`src/rtl/dac_writer.sv`:
```
// dac_writer: serial transmitter for a 12-bit SPI-style DAC (DAC7311-class).
//
// One sample is accepted per valid/ready handshake. It is sent as a 16-bit
// frame, MSB first: {mode[1:0], sample[11:0], 2'b00}. SYNC is low for the
// whole frame and is then held high for FRAME_GAP SCLK periods. The DAC
// samples DIN on SCLK falling edges. DIN changes only at SCLK period
// boundaries.
//
// Parameters:
//   CLOCK_DIV : clk cycles per SCLK period (power of two, >= 2)
//   FRAME_GAP : whole SCLK periods of SYNC-high after a frame (0 allowed)
//
// Ports:
//   clk        in   system clock
//   reset      in   synchronous, active-high reset
//   in_valid   in   sample offered
//   in_ready   out  sample can be accepted (IDLE only)
//   in_data    in   12-bit unsigned sample
//   pd         in   2-bit power-down mode (only with DAC_WRITER_PD_EN)
//   dac_sclk   out  serial clock, idles high
//   dac_sync_n out  frame select, active low, idles high
//   dac_din    out  serial data
//   busy       out  state is not IDLE
//   done       out  one-cycle pulse when a frame completes
//
// Optional feature: define DAC_WRITER_PD_EN to add the pd input. pd is
// latched at accept into frame bits [15:14]. Without the macro those bits
// are always 00.
module dac_writer #(
  parameter int CLOCK_DIV = 16,
  parameter int FRAME_GAP = 1
) (
  input  logic        clk,
  input  logic        reset,
  input  logic        in_valid,
  output logic        in_ready,
  input  logic [11:0] in_data,
`ifdef DAC_WRITER_PD_EN
  input  logic [1:0]  pd,
`endif
  output logic        dac_sclk,
  output logic        dac_sync_n,
  output logic        dac_din,
  output logic        busy,
  output logic        done
);

  localparam int DW = (CLOCK_DIV > 2) ? $clog2(CLOCK_DIV) : 1;
  localparam int GW = (FRAME_GAP > 2) ? $clog2(FRAME_GAP) : 1;
  localparam logic [GW-1:0] GAP_LAST = (FRAME_GAP > 0) ? GW'(FRAME_GAP - 1) : '0;

  typedef enum logic [1:0] {
    IDLE  = 2'd0,
    SHIFT = 2'd1,
    GAP   = 2'd2
  } state_t;

  state_t        state_q;
  logic [DW-1:0] div_q;
  logic [DW-1:0] div_d;
  logic [3:0]    bitcnt_q;
  logic [GW-1:0] gapcnt_q;
  // Bit 15 of the frame goes straight to DIN at accept, so only bits
  // [14:0] need to be held for shifting.
  logic [14:0]   shift_q;
  logic          sclk_q;
  logic          sync_n_q;
  logic          din_q;
  logic          done_q;
  logic          tick_s;
  logic [15:0]   frame_s;

  // Next divider value and end-of-SCLK-period strobe.
  assign div_d  = div_q + DW'(1);
  assign tick_s = &div_q;

`ifdef DAC_WRITER_PD_EN
  assign frame_s = {pd, in_data, 2'b00};
`else
  assign frame_s = {2'b00, in_data, 2'b00};
`endif

  // Handshake and status decode directly from the state register.
  assign in_ready   = (state_q == IDLE);
  assign busy       = (state_q != IDLE);
  assign dac_sclk   = sclk_q;
  assign dac_sync_n = sync_n_q;
  assign dac_din    = din_q;
  assign done       = done_q;

  // Frame sequencer with registered serial outputs.
  always_ff @(posedge clk) begin
    if (reset) begin
      state_q  <= IDLE;
      div_q    <= '0;
      bitcnt_q <= 4'd0;
      gapcnt_q <= '0;
      shift_q  <= 15'd0;
      sclk_q   <= 1'b1;
      sync_n_q <= 1'b1;
      din_q    <= 1'b0;
      done_q   <= 1'b0;
    end else begin
      done_q <= 1'b0;
      case (state_q)
        IDLE: begin
          div_q    <= '0;
          sclk_q   <= 1'b1;
          sync_n_q <= 1'b1;
          din_q    <= 1'b0;
          if (in_valid) begin
            shift_q  <= frame_s[14:0];
            bitcnt_q <= 4'd0;
            sync_n_q <= 1'b0;
            din_q    <= frame_s[15];
            state_q  <= SHIFT;
          end
        end
        SHIFT: begin
          div_q  <= div_d;
          // SCLK is high for the first half of each period and falls
          // mid-period, where the DAC samples DIN.
          sclk_q <= ~div_d[DW-1];
          if (tick_s) begin
            if (bitcnt_q != 4'd15) begin
              shift_q  <= {shift_q[13:0], 1'b0};
              din_q    <= shift_q[14];
              bitcnt_q <= bitcnt_q + 4'd1;
            end else begin
              sclk_q   <= 1'b1;
              sync_n_q <= 1'b1;
              din_q    <= 1'b0;
              done_q   <= 1'b1;
              gapcnt_q <= '0;
              state_q  <= (FRAME_GAP > 0) ? GAP : IDLE;
            end
          end
        end
        GAP: begin
          // The divider keeps running so the gap is a whole number of
          // SCLK periods. gapcnt_q counts the elapsed periods.
          div_q    <= div_d;
          sclk_q   <= 1'b1;
          sync_n_q <= 1'b1;
          din_q    <= 1'b0;
          if (tick_s) begin
            if (gapcnt_q == GAP_LAST) begin
              state_q <= IDLE;
            end else begin
              gapcnt_q <= gapcnt_q + GW'(1);
            end
          end
        end
        default: begin
          state_q  <= IDLE;
          sclk_q   <= 1'b1;
          sync_n_q <= 1'b1;
          din_q    <= 1'b0;
        end
      endcase
    end
  end

endmodule
```
`config.mk`:
```
export PLATFORM = sky130hd
export DESIGN_NAME = dac_writer
export DESIGN_NICKNAME = d
export VERILOG_FILES = /design/src/rtl/dac_writer.sv
export SDC_FILE = /design/constraint.sdc
export NUM_CORES = 1
export LEC_CHECK = 0
export ABC_CLOCK_PERIOD_IN_PS = 1500
export BUFFER_PORTS_ARGS = -buffer_cell sky130_fd_sc_hd__buf_2
export CAP_MARGIN = 20
export CELL_PAD_IN_SITES_DETAIL_PLACEMENT = 0
export CELL_PAD_IN_SITES_GLOBAL_PLACEMENT = 1
export CORE_MARGIN = 1.5
export CORE_UTILIZATION = 38
export DETAILED_ROUTE_END_ITERATION = 10
export PLACE_DENSITY_LB_ADDON = 0.1
export SETUP_SLACK_MARGIN = 0.15
export SYNTH_ARGS = -nofsm -noshare
export SYNTH_HDL_FRONTEND = slang
export SYNTH_SLANG_ARGS = --single-unit
```
`constraint.sdc`:
```
create_clock -name clk -period 1.5 [get_ports clk]
set_input_delay 0.3 -clock clk [delete_from_list [all_inputs] [get_ports clk]]
set_output_delay 0.3 -clock clk [all_outputs]
set_load 0.01 [all_outputs]
```
==> results of run 1 <==
worst paths after layout:
kind | endpoint | slack (ps) | cells after the start
setup / recovery | shift_q[2] | -80 | 8
hold / removal | shift_q[2] | 240 | 3
setup reg to reg | shift_q[2] | -80 | 8
hold reg to reg | shift_q[14] | 480 | 2
synth_stat cells (all sizes together):
cell	n
mux2i	12
nand3	5
mux2	1
nor2b	2
nand4bb	1
o21a	1
clkbuf	3
nand2b	6
and3	3
o41ai	1
xnor2	1
a21o	1
a22oi	1
and4	1
nor4b	2
inv	4
a211oi	15
ha	6
o21ai	5
a31oi	3
nand2	9
a21oi	9
nand3b	1
buf	4
nor2	20
and2	1
dfxtp	27
o22ai	1
area by class of cell:
type                       count  area (sq um)  area share (%)
clock inverter                 1         7.507          0.3692
tap                           46         57.56           2.831
timing repair buffer          48         401.6           19.75
sequential                    27         550.5           27.08
multi-input combinational    108         973.4           47.88
clock buffer                   3         22.52           1.108
inverter                       4         20.02          0.9846
what timing repair did:
item                                    in CTS  in global routing
resized for setup                           10                 45
endpoints found under the setup margin      25                 24
pin swaps                                    3                 16
buffers inserted                             2                  1
cloned                                       1                  2
kinds of logic (layout without fill, tap and decap cells):
| logic type | Yosys count | after routing | share of synthesized area, % |
|---|---|---|---|
| adder cells (fa/ha/maj) | 6 | 6 | 5.555 |
| AO/OA/AOI/OAI | 37 | 37 | 20.83 |
| multiplexers | 13 | 13 | 9.723 |
| AND/OR/NAND/NOR | 51 | 51 | 19.17 |
| XOR/XNOR | 1 | 1 | 0.6483 |
| flip-flops | 27 | 27 | 40.00 |
| buffers and inverters | 11 | 56 | 4.074 |
flip-flops by register name (all words and copies together) (netlist names):
register    count
dac_din         1
dac_sync_n      1
shift_q        13
done            1
div_q           4
bitcnt_q        4
dac_sclk        1
state_q         2
critical path: cells and delay by family (launching register included):
family,cells,cell delay [ps]
muxes,1,200
AOI/OAI and AO/OA,2,270
adders and majority gates,1,160
and+or+nand+nor,1,100
DFF,1,410
buffers and inverters,3,330
report_power, final:
group / leakage (nW) / total (W) / internal (W) / switching (W)
Combinational: 0.534 / 0.000522 / 0.000286 / 0.000236
Sequential: 0.224 / 0.000808 / 0.000769 / 0.0000395
Clock: 0.0139 / 0.000335 / 0.000102 / 0.000232
per-layer routing:
metal | vias up | part of all wire (%) | GRT usage (%)
li1 | 614 | - | -
met1 | 572 | 48 | 22.77
met2 | 25 | 47 | 26.75
met3 | 5 | 2.9 | 2.703
met4 | 0 | 1.3 | 5.000
met5 | - | 0 | 0
through the flow:
step	std cells	utilization (%)	cell area, sq um	total power [W]
2_1_floorplan	146	-	1375	0.001054
3_3_place_gp	227	49.59	1668	0.001157
3_5_place_dp	227	49.59	1668	0.001168
4_1_cts	234	52.83	1777	0.001551
5_1_grt	237	60.45	2033	0.001752
6_report	237	60.45	2033	0.001665
==> results by stage, run 1 <==
STA:
- Dividing the final minimum period by the clock period gives 105.3%.
- The max-slew violation count is 0.
- The clock arrives with 22.16 ps of skew.
- The hold violation count in the final report is 0.
- In the post-route analysis, the smallest setup slack over all paths is -79.58 ps.
- The actual slew at the worst max-slew pin is 274.4 ps.
- The worst hold slack across all endpoints is 238.1 ps.
- The max-slew headroom at the worst pin is 81.71%.
- Setup repair after global routing could not meet its margin everywhere.
- The final critical path time including I/O delays and setup is 1580 ps.
- The timing-limited maximum frequency is 0.6331 GHz.
- The final count of negative-setup-slack endpoints is 18.
- After routing, the total negative slack on setup checks comes to -634.5 ps.

Setup path:
- Traced cell by cell, the critical path runs through inv_4 -> ha_4 -> mux2i_4 -> a211oi_4 -> buf_6 -> clkbuf_16 -> nand2b_1 -> a21oi_1.
- The endpoint arrival time on the critical path is 1810 ps.
- The origin of the worst setup path is state_q[0].
- The data required time of the critical path is 1730 ps.
- STA classifies the critical path startpoint as a register.
- In this run the critical register-to-register path is launched from state_q[0].
- The worst setup path is captured at a register.
- The critical path is of the register to register type.
- The master of the slowest instance on the critical path is dfxtp_4.
- The largest single stage delay on the critical path is 410 ps.
- In this run the worst path has a maximum fanout of 7.

Route:
- The final routed DRC violation total is 0.
- The average detailed-routed wire length per instance is 14.08 microns.
- In this run, the number of DRC markers left after iteration 0 of detailed routing was 71.
- The remaining antenna violation count is 0.
- Using the TritonRoute via totals, the vias-per-cell ratio works out to 5.131.
- For this run, the detailed router's first-pass iteration total came to 4.
- The detailed router placed 1216 vias in this run.
- The final wirelength is 3338 microns.

Placement:
- The setup slack at placement is -94.52 ps.
- The total of buffers placed on input and output ports is 20.
- Summed over all nets, the half-perimeter wirelength after detailed placement is 2186 microns.
- Routability-driven placement finished with a final weighted congestion of 0.8182.

Clock network:
- The CTS tree is done.
- The CTS H-tree depth is 1.
- The number of CTS-inserted buffers is 3.
- The deepest clock path buffer count is 2.
- For this design, the CTS-stage hold fixing added 0 buffers.
- Clock-pin slew was measured on the worst setup and hold paths at 140 ps.
- The tree is rooted in a clkbuf_4.
- The clock net sink count is 27.
- Clock latency on the worst-skew pair, taken at its later pin, is 350 ps.

Floorplanning:
- The die boundary width is 62.63 microns.
- From bottom edge to top edge, the die measures 62.63 microns.
- The initial cell density of the core is 40.18%.
- The area of the core is 0.003363 sq mm.
- The number of top-level design ports is 21.
- The floorplan step defined a die boundary enclosing 0.003923 sq mm.
- The floorplan has 21 rows.

Final layout:
- For this run, the post-layout net count is 213.
- The number of fill cells in the layout is 305.
- The fraction of final layout cells sized beyond drive strength 1 is 54.45%.
- The layout overhead on the synthesized area is 50.46%.
- The total inserted antenna cells is 0.
- Leaving out fill and tap cells, the most frequent cells in the layout are 21 x dfxtp_1, 21 x buf_4, 18 x buf_2.

Yosys:
- The count of yosys warnings during synthesis is 0.
- Summing every instance area after synthesis gives 0.001351 sq mm.
- Sorting the synthesized cells by area gives the leading types as dfxtp_1 40%, mux2i_1 8.9%, a211oi_2 5.6%.
- The share of the Yosys chip area taken by registers is 40.00%.
- The mean instance size in the synthesized netlist is 9.255 sq um.
- The synthesized design devotes to its leading area cell type 40.00% of total area.
- The total of flip-flops plus latches after synthesis is 27.
- The largest total area in the synthesized netlist belongs to dfxtp_1.
- The distinct cell type count after synthesis is 34.
- After technology mapping, the gate count stands at 146.
- Counting every net in the synthesized netlist gives 167.

GRT:
- The number of global-route vias before repair is 1152.
- The first-pass GRT wire length is 5202 microns.
- The total global routing track utilization is 16.58%.
- The number of antenna violations at the first check in global routing was 0.
- Entering global routing, the biggest net connects 19 pins.
- The sum of overflow across all layers after global routing is 0.

Power:
- The power per cell area is 818.9 mW/mm^2.
- The total leakage power is 0.7721 nW.
- The worst IR drop on VDD is 0.4195 mV.

Flow run:
- The tool flagged a number of max-cap violations equal to 0.

Min path:
- The startpoint of the tightest hold check path is in_data[0].
- In this run the worst hold path is classified as primary input to register.

Run status:
- The checks that failed: setup timing.
- The run finished, with violations left.
Power figures use the tool's default switching activity.
==> run 2: changes to the inputs <==
Settings changed: ABC_CLOCK_PERIOD_IN_PS 1500 to 1900, CORE_UTILIZATION 38 to 35.
Clock period 1.5 ns to 1.9 ns, I/O delays scaled along.
==> run 2 against run 1 <==
Effect of this change:
- register-to-register slack better by 290 ps
- count of clock-buffer cells in the layout stayed put
- wire length is 12% lower
- clock skew is 13 ps lower
- the run now ends clean
- largest cell class unchanged
- cell count is 5.9% lower
- largest power group unchanged
- maximum frequency is 6.3% lower
- global-route usage is 2.1 points lower
- non-clock buffer count is 16 lower
- worst setup slack better by 290 ps
- critical path depth is 1 lower
- critical path type unchanged
- sequential cell count stayed put
==> results by stage, run 2 (synthesized netlist as in run 1, its figures left out) <==
Run status:
- The flow ran to the end, and the final reports show no timing, DRC or antenna violations.

GRT:
- The first global-routing pass estimated 4719 microns of wire.
- The number of antenna violations at the first check in global routing came to 0.
- Across every metal layer, demand over resource in global routing totals 14.44%.
- The number of global-route vias before repair was 1041.
- The maximum number of pins on one net before global-route repair is 29.
- The sum of overflow across all layers after global routing is 0.

Route:
- The final wirelength is 2950 microns.
- Dividing the detail-routed via count by the number of cells gives 4.969.
- The number of DRC violations after detailed-routing iteration 0 is 36.
- The routed layout has 1108 vias.
- The final routed DRC violation total is 0.
- The first TritonRoute pass finished after 4 iterations.
- The average detailed-routed wire length per instance is 13.23 microns.
- The remaining antenna violation count is 0.

STA:
- Setup violations remaining at the end of the flow were counted as 0.
- Static timing analysis puts the maximum clock frequency at 0.5934 GHz.
- At the pin with the least slew margin, the transition time is 376.8 ps.
- The final critical path time including I/O delays and setup is 1685 ps.
- The hold violation count in the final report was 0.
- Setup repair after global routing could not meet its margin everywhere.
- Final hold analysis gives a worst-case slack of 389.3 ps.
- The worst pin sits at a relative slew slack of 74.80%.
- The setup clock skew after layout is 9.541 ps.
- The final critical path takes up 88.69% of the cycle.
- Adding up every negative setup slack in the final design gives 0 ps.
- The max-slew violation count is 0.

Final layout:
- The register with the most flip-flops in the layout has 13 of them.
- The commonest non-fill, non-tap cell in the layout is dfxtp_1.
- In the final layout, the share of cells above drive strength 1 is 32.00%.
- The largest registers in the layout are shift_q (13), bitcnt_q (4), div_q (4).
- The net count of the finished layout is 197.
- Compared with the post-synthesis result, the final layout area differs by 29.26%.
- In the layout the commonest cells are 24 x dfxtp_1, 20 x nor2_1, 20 x buf_2.
- Cells fill 47.35% of the core in the end.
- Counting flops per register, the top entry is shift_q.
- 0 antenna diodes ended up in the layout.

Flow run:
- The number of violations of the max-capacitance limit is 0.

Setup path:
- The startpoint-to-endpoint class of the critical path is register to register.
- The worst setup path is captured at a register.
- Of all nets on the critical path, the largest fanout is 11.
- The nature of the critical path startpoint is a register.
- Data on the critical path arrives at its endpoint at 1890 ps.
- The data required time of the critical path is 2110 ps.

Floorplanning:
- The number of top-level design ports is 21.
- The area of the core is 0.003689 sq mm.
- The site row count is 22.
- The die boundary width is 65.14 microns.
- The y dimension of the die is 65.14 microns.
- The initial cell density of the core is 36.64%.
- The floorplan step defined a die boundary enclosing 0.004243 sq mm.

Clock network:
- The longest clock path from root to sink contains 2 buffers.
- Clock-pin slew was measured on the worst setup and hold paths at 90 ps.
- The number of CTS-inserted buffers is 3.
- TritonCTS built the clock tree.
- The number of buffers inserted for hold repair after clock tree synthesis is 0.
- Clock tree synthesis selected as its root buffer the cell clkbuf_8.
- The clock insertion delay at the later pin of the skew report is 280 ps.
- The CTS H-tree depth is 1.
- The clock net in this run drives a total of 27 sinks.

Placement:
- Port buffering added 20 buffers.
- The half-perimeter wire length after detailed placement is 2010 microns.
- Routability-driven placement finished with a final weighted congestion of 0.6929.

Power:
- The power per cell area is 730.8 mW/mm^2.
- The total leakage power is 0.6629 nW.
- The worst IR drop on VDD is 0.4737 mV.

Min path:
- The class of the tightest hold or removal check is primary input to register.
-- run 2: cell count changes in the layout (fill, tap and decap cells not counted), moves of 4 or more --
cell / before / now
nor2_2: 7 / 0
a211oi_2: 12 / 7
buf_6: 5 / 0
nor2_1: 11 / 20
a211oi_1: 2 / 7
buf_4: 21 / 8
dfxtp_2: 5 / 1
-- run 2: worst paths after layout --
| kind | from | endpoint | slack (ps) | cells past startpoint |
|---|---|---|---|---|
| max | state_q[0] | bitcnt_q[2] | 210 | 7 |
| min | in_data[0] | shift_q[2] | 390 | 3 |
| max reg2reg | state_q[0] | bitcnt_q[2] | 210 | 7 |
| min reg2reg | shift_q[2] | shift_q[2] | 470 | 2 |
-- run 2: final cells by class --
| cell class | count | area [sq um] |
|---|---|---|
| Clock buffer | 3 | 41.29 |
| Multi-Input combinational cell | 108 | 820.8 |
| Tap cell | 48 | 60.06 |
| Timing Repair Buffer | 32 | 250.2 |
| Fill cell | 368 | 1942 |
| Inverter | 4 | 17.52 |
| Sequential cell | 27 | 549.3 |
| Clock inverter | 1 | 7.507 |
-- run 2: metal layers --
layer	global-route usage, %	wire length [microns]	vias to the layer above
met1	18.95	1530	507
li1	-	-	584
met2	23.71	1293	13
met4	3.906	29	0
met5	0	0	-
met3	3.596	97	4
-- run 2: through the flow --
stage / total power [W] / std cells / area, sq um / worst slack [ps]
final: 0.001277 / 223 / 1747 / 214.8
after CTS: 0.001230 / 217 / 1578 / 166.0
after detailed placement: 0.0008866 / 213 / 1529 / 220.9
after floorplan: 0.0008198 / 146 / 1351 / 223.2
after global placement: 0.0008777 / 213 / 1529 / 277.8
after global routing: 0.001356 / 223 / 1747 / 130.6
-- run 2: where the power goes --
part           total (W)  internal (W)  switching, W
Clock           0.000331      0.000149      0.000182
Sequential      0.000628      0.000604     0.0000238
Combinational   0.000317      0.000168      0.000149
-- run 2: worst max-delay path, stage by stage, from the launching register on --
cell and delay (ps):
dfxtp_4 390, inv_4 50, ha_4 160, mux2i_4 200
a211oi_4 380, clkbuf_16 250, nand3_1 80, o21ai_1 120
-- run 2: repair_timing --
action | CTS | global route
setup endpoints to repair | 0 | 17
setup buffers | 0 | 4
resized for setup | 0 | 19
==> run 3: changes to the inputs <==
Settings changed: CELL_PAD_IN_SITES_DETAIL_PLACEMENT 0 to 2, CELL_PAD_IN_SITES_GLOBAL_PLACEMENT 1 to 2, MAX_ROUTING_LAYER from default to met4.
==> run 3 against run 2 <==
Effect of this change:
- utilization is 1.8 points lower
- power about the same
- largest power group unchanged
- highest routed layer unchanged
- maximum frequency shrank 1.0%
- worst setup slack worse by 17 ps
- clock power about the same
==> results by stage, run 3 (synthesized netlist as in run 1, its figures left out) <==
Run status:
- The run finished with clean final reports.

Setup path:
- For the worst setup path, the data arrival time is 1910 ps.
- The endpoint type of the worst setup path is a register.
- In this run the worst path has a maximum fanout of 14.
- The critical path goes through inv_1 -> ha_4 -> mux2i_4 -> a211oi_4 -> buf_6 -> buf_16 -> nand2_1 -> o22ai_1.
- The worst setup path is of the register to register kind.
- The buffer and inverter count on the worst path is 3.
- At the worst endpoint, the required time is 2100 ps.
- For this run, the slowest stage of the critical path takes 350 ps.
- For this design, the slowest cell found on the critical path is dfxtp_2.
- The worst setup path is launched from a register.
- The family with the most delay on the worst path is compound AO/OA/AOI/OAI gates.

Floorplanning:
- 21 I/O pins were placed.
- The site row count is 22.
- The die covers 0.004243 sq mm.
- The area of the core is 0.003689 sq mm.
- The die boundary width is 65.14 microns.
- In this run the vertical extent of the chip is 65.14 microns.
- The initial utilization of the core area, before any placement, comes to 36.64%.

STA:
- Setup repair after global routing could not meet its margin everywhere.
- The hold violation count in the final report is 0.
- The setup clock skew after layout is 3.413 ps.
- The max-slew violation count is 0.
- The final count of negative-setup-slack endpoints is 0.
- In the finished design, the share of the clock period the worst path needs comes to 89.60%.
- The worst path in the final design needs a cycle of 1702 ps, including I/O delays and setup.
- The max-slew headroom at the worst pin is 72.43%.
- Adding up every negative setup slack in the final design gives 0 ps.
- For the pin with the worst max-slew slack, the measured transition is 407.9 ps.
- Based on the critical path, the design can be clocked at up to 0.5874 GHz.
- The worst path meets setup with 197.6 ps of slack.

Clock network:
- The clock-pin transition on the worst setup and hold timing paths is 90 ps.
- TritonCTS built the clock tree.
- No sink is reached through more buffers than the 2 on the longest clock path.
- The clock insertion delay at the later pin of the skew report is 280 ps.
- The clock tree root driver cell is clkbuf_8.
- Hold repair after CTS inserted 0 buffers.
- The CTS H-tree depth is 1.
- The number of CTS-inserted buffers is 3.
- The tree built by TritonCTS fans out to 27 sinks.

Final layout:
- The net count of the finished layout is 193.
- In the layout the commonest cells are 24 x dfxtp_1, 20 x nor2_1, 20 x buf_2.
- The library cell used most frequently in the layout, excluding fill and tap cells, is dfxtp_1.
- Once layout is complete, the utilization of the core stands at 45.59%.
- The total inserted antenna cells is 0.
- The largest registers in the layout are shift_q (13), bitcnt_q (4), div_q (4).
- Of the cells placed in the final design, the portion with a size suffix greater than 1 is 30.41%.
- The register bank with the most flops is shift_q.
- The number of flip-flops under the largest register name is 13.
- The layout overhead on the synthesized area is 24.44%.
- The cell area after layout is 0.001682 sq mm.

Placement:
- The total of buffers placed on input and output ports is 20.
- The routability congestion estimate from global placement is 0.7491.
- The wire-length estimate of the detail-placed layout is 2600 microns.
- At the placement stage, the worst setup path has a slack of 141.5 ps.
- Summing all placed instances gives a cell area of 0.001521 sq mm.

GRT:
- The busiest layer in global routing is met2.
- In the global route stage, met1 resource usage came out at 23.98%.
- The total global routing track utilization is 21.17%.
- The met2 routing resource usage after global routing is 38.40%.
- The number of global-route vias before repair is 1258.
- Entering global routing, the biggest net connects 19 pins.
- The first-pass GRT wire length is 6472 microns.
- For met3 alone, demand over resource in global routing was 4.110%.
- The sum of overflow across all layers after global routing is 0.
- The number of antenna violations at the first check in global routing was 0.

Power:
- The final total power is 0.001277 W.
- The analysis attributes to cell leakage a power of 0.6318 nW.
- The worst IR drop on VDD is 0.4102 mV.
- The power per cell area is 759.2 mW/mm^2.

Route:
- The first routing iteration left 58 violations.
- The pre-antenna-repair detailed-routing pass consisted of 4 iterations.
- The routed design has 4050 microns of wire.
- The remaining antenna violation count is 0.
- In the routed layout, each cell is associated on average with a via count of 5.320.
- In the routed design, unresolved DRC markers number 0.
- Dividing the detail-routed wire length by the instance count gives 18.49 microns.
- The via count is 1165.

Flow run:
- Across the run, the number of max-cap violations was 0.

Min path:
- The class of the tightest hold or removal check is primary input to register.
-- run 3: final timing paths --
path / startpoint / to / slack [ps] / cells after the start
worst max-delay path: state_q[1] / bitcnt_q[0] / 200 / 8
worst min-delay path: in_data[0] / shift_q[2] / 370 / 3
worst max register to register: state_q[1] / bitcnt_q[0] / 200 / 8
worst min register to register: shift_q[2] / shift_q[2] / 480 / 2
-- run 3: report_power, final --
part	leakage (nW)	internal, W	total, W	switching (W)
Clock	0.0228	0.000151	0.000334	0.000184
Combinational	0.387	0.000151	0.000310	0.000159
Sequential	0.222	0.000606	0.000632	0.0000265
-- run 3: worst reg2reg max path, delay by kind of cell (launching register included) --
family	cells	cell delay (ps)
AOI/OAI and AO/OA	2	450
buffers and inverters	3	390
DFF	1	350
muxes	1	200
adders and majority gates	1	190
and+or+nand+nor	1	60
-- run 3: final cells by class --
type                       instances  area [sq um]
tap                               48         60.06
sequential                        27         546.8
inverter                           4         15.01
multi-input combinational        108         814.5
timing repair buffer              28         200.2
clock buffer                       4         45.04
fill                             424          2007
-- run 3: stage by stage --
step                hold WS (ps)  cells
floorplan                  436.3    146
global placement           447.9    212
detailed placement         457.6    212
CTS                        362.0    218
global route               386.9    219
finish                     368.1    219
-- run 3: routing by layer --
layer | up-vias | wire length, microns
met3 | 8 | 88
met4 | 0 | 95
met1 | 565 | 1714
li1 | 574 | -
met5 | - | 0
met2 | 18 | 2151
-- run 3: repair_timing --
item                       4_1_cts  5_1_grt
buffers inserted                 1        1
setup endpoints to repair        7       16
cloned                           1        0
resized for setup                7       13
pin swaps                        1        1
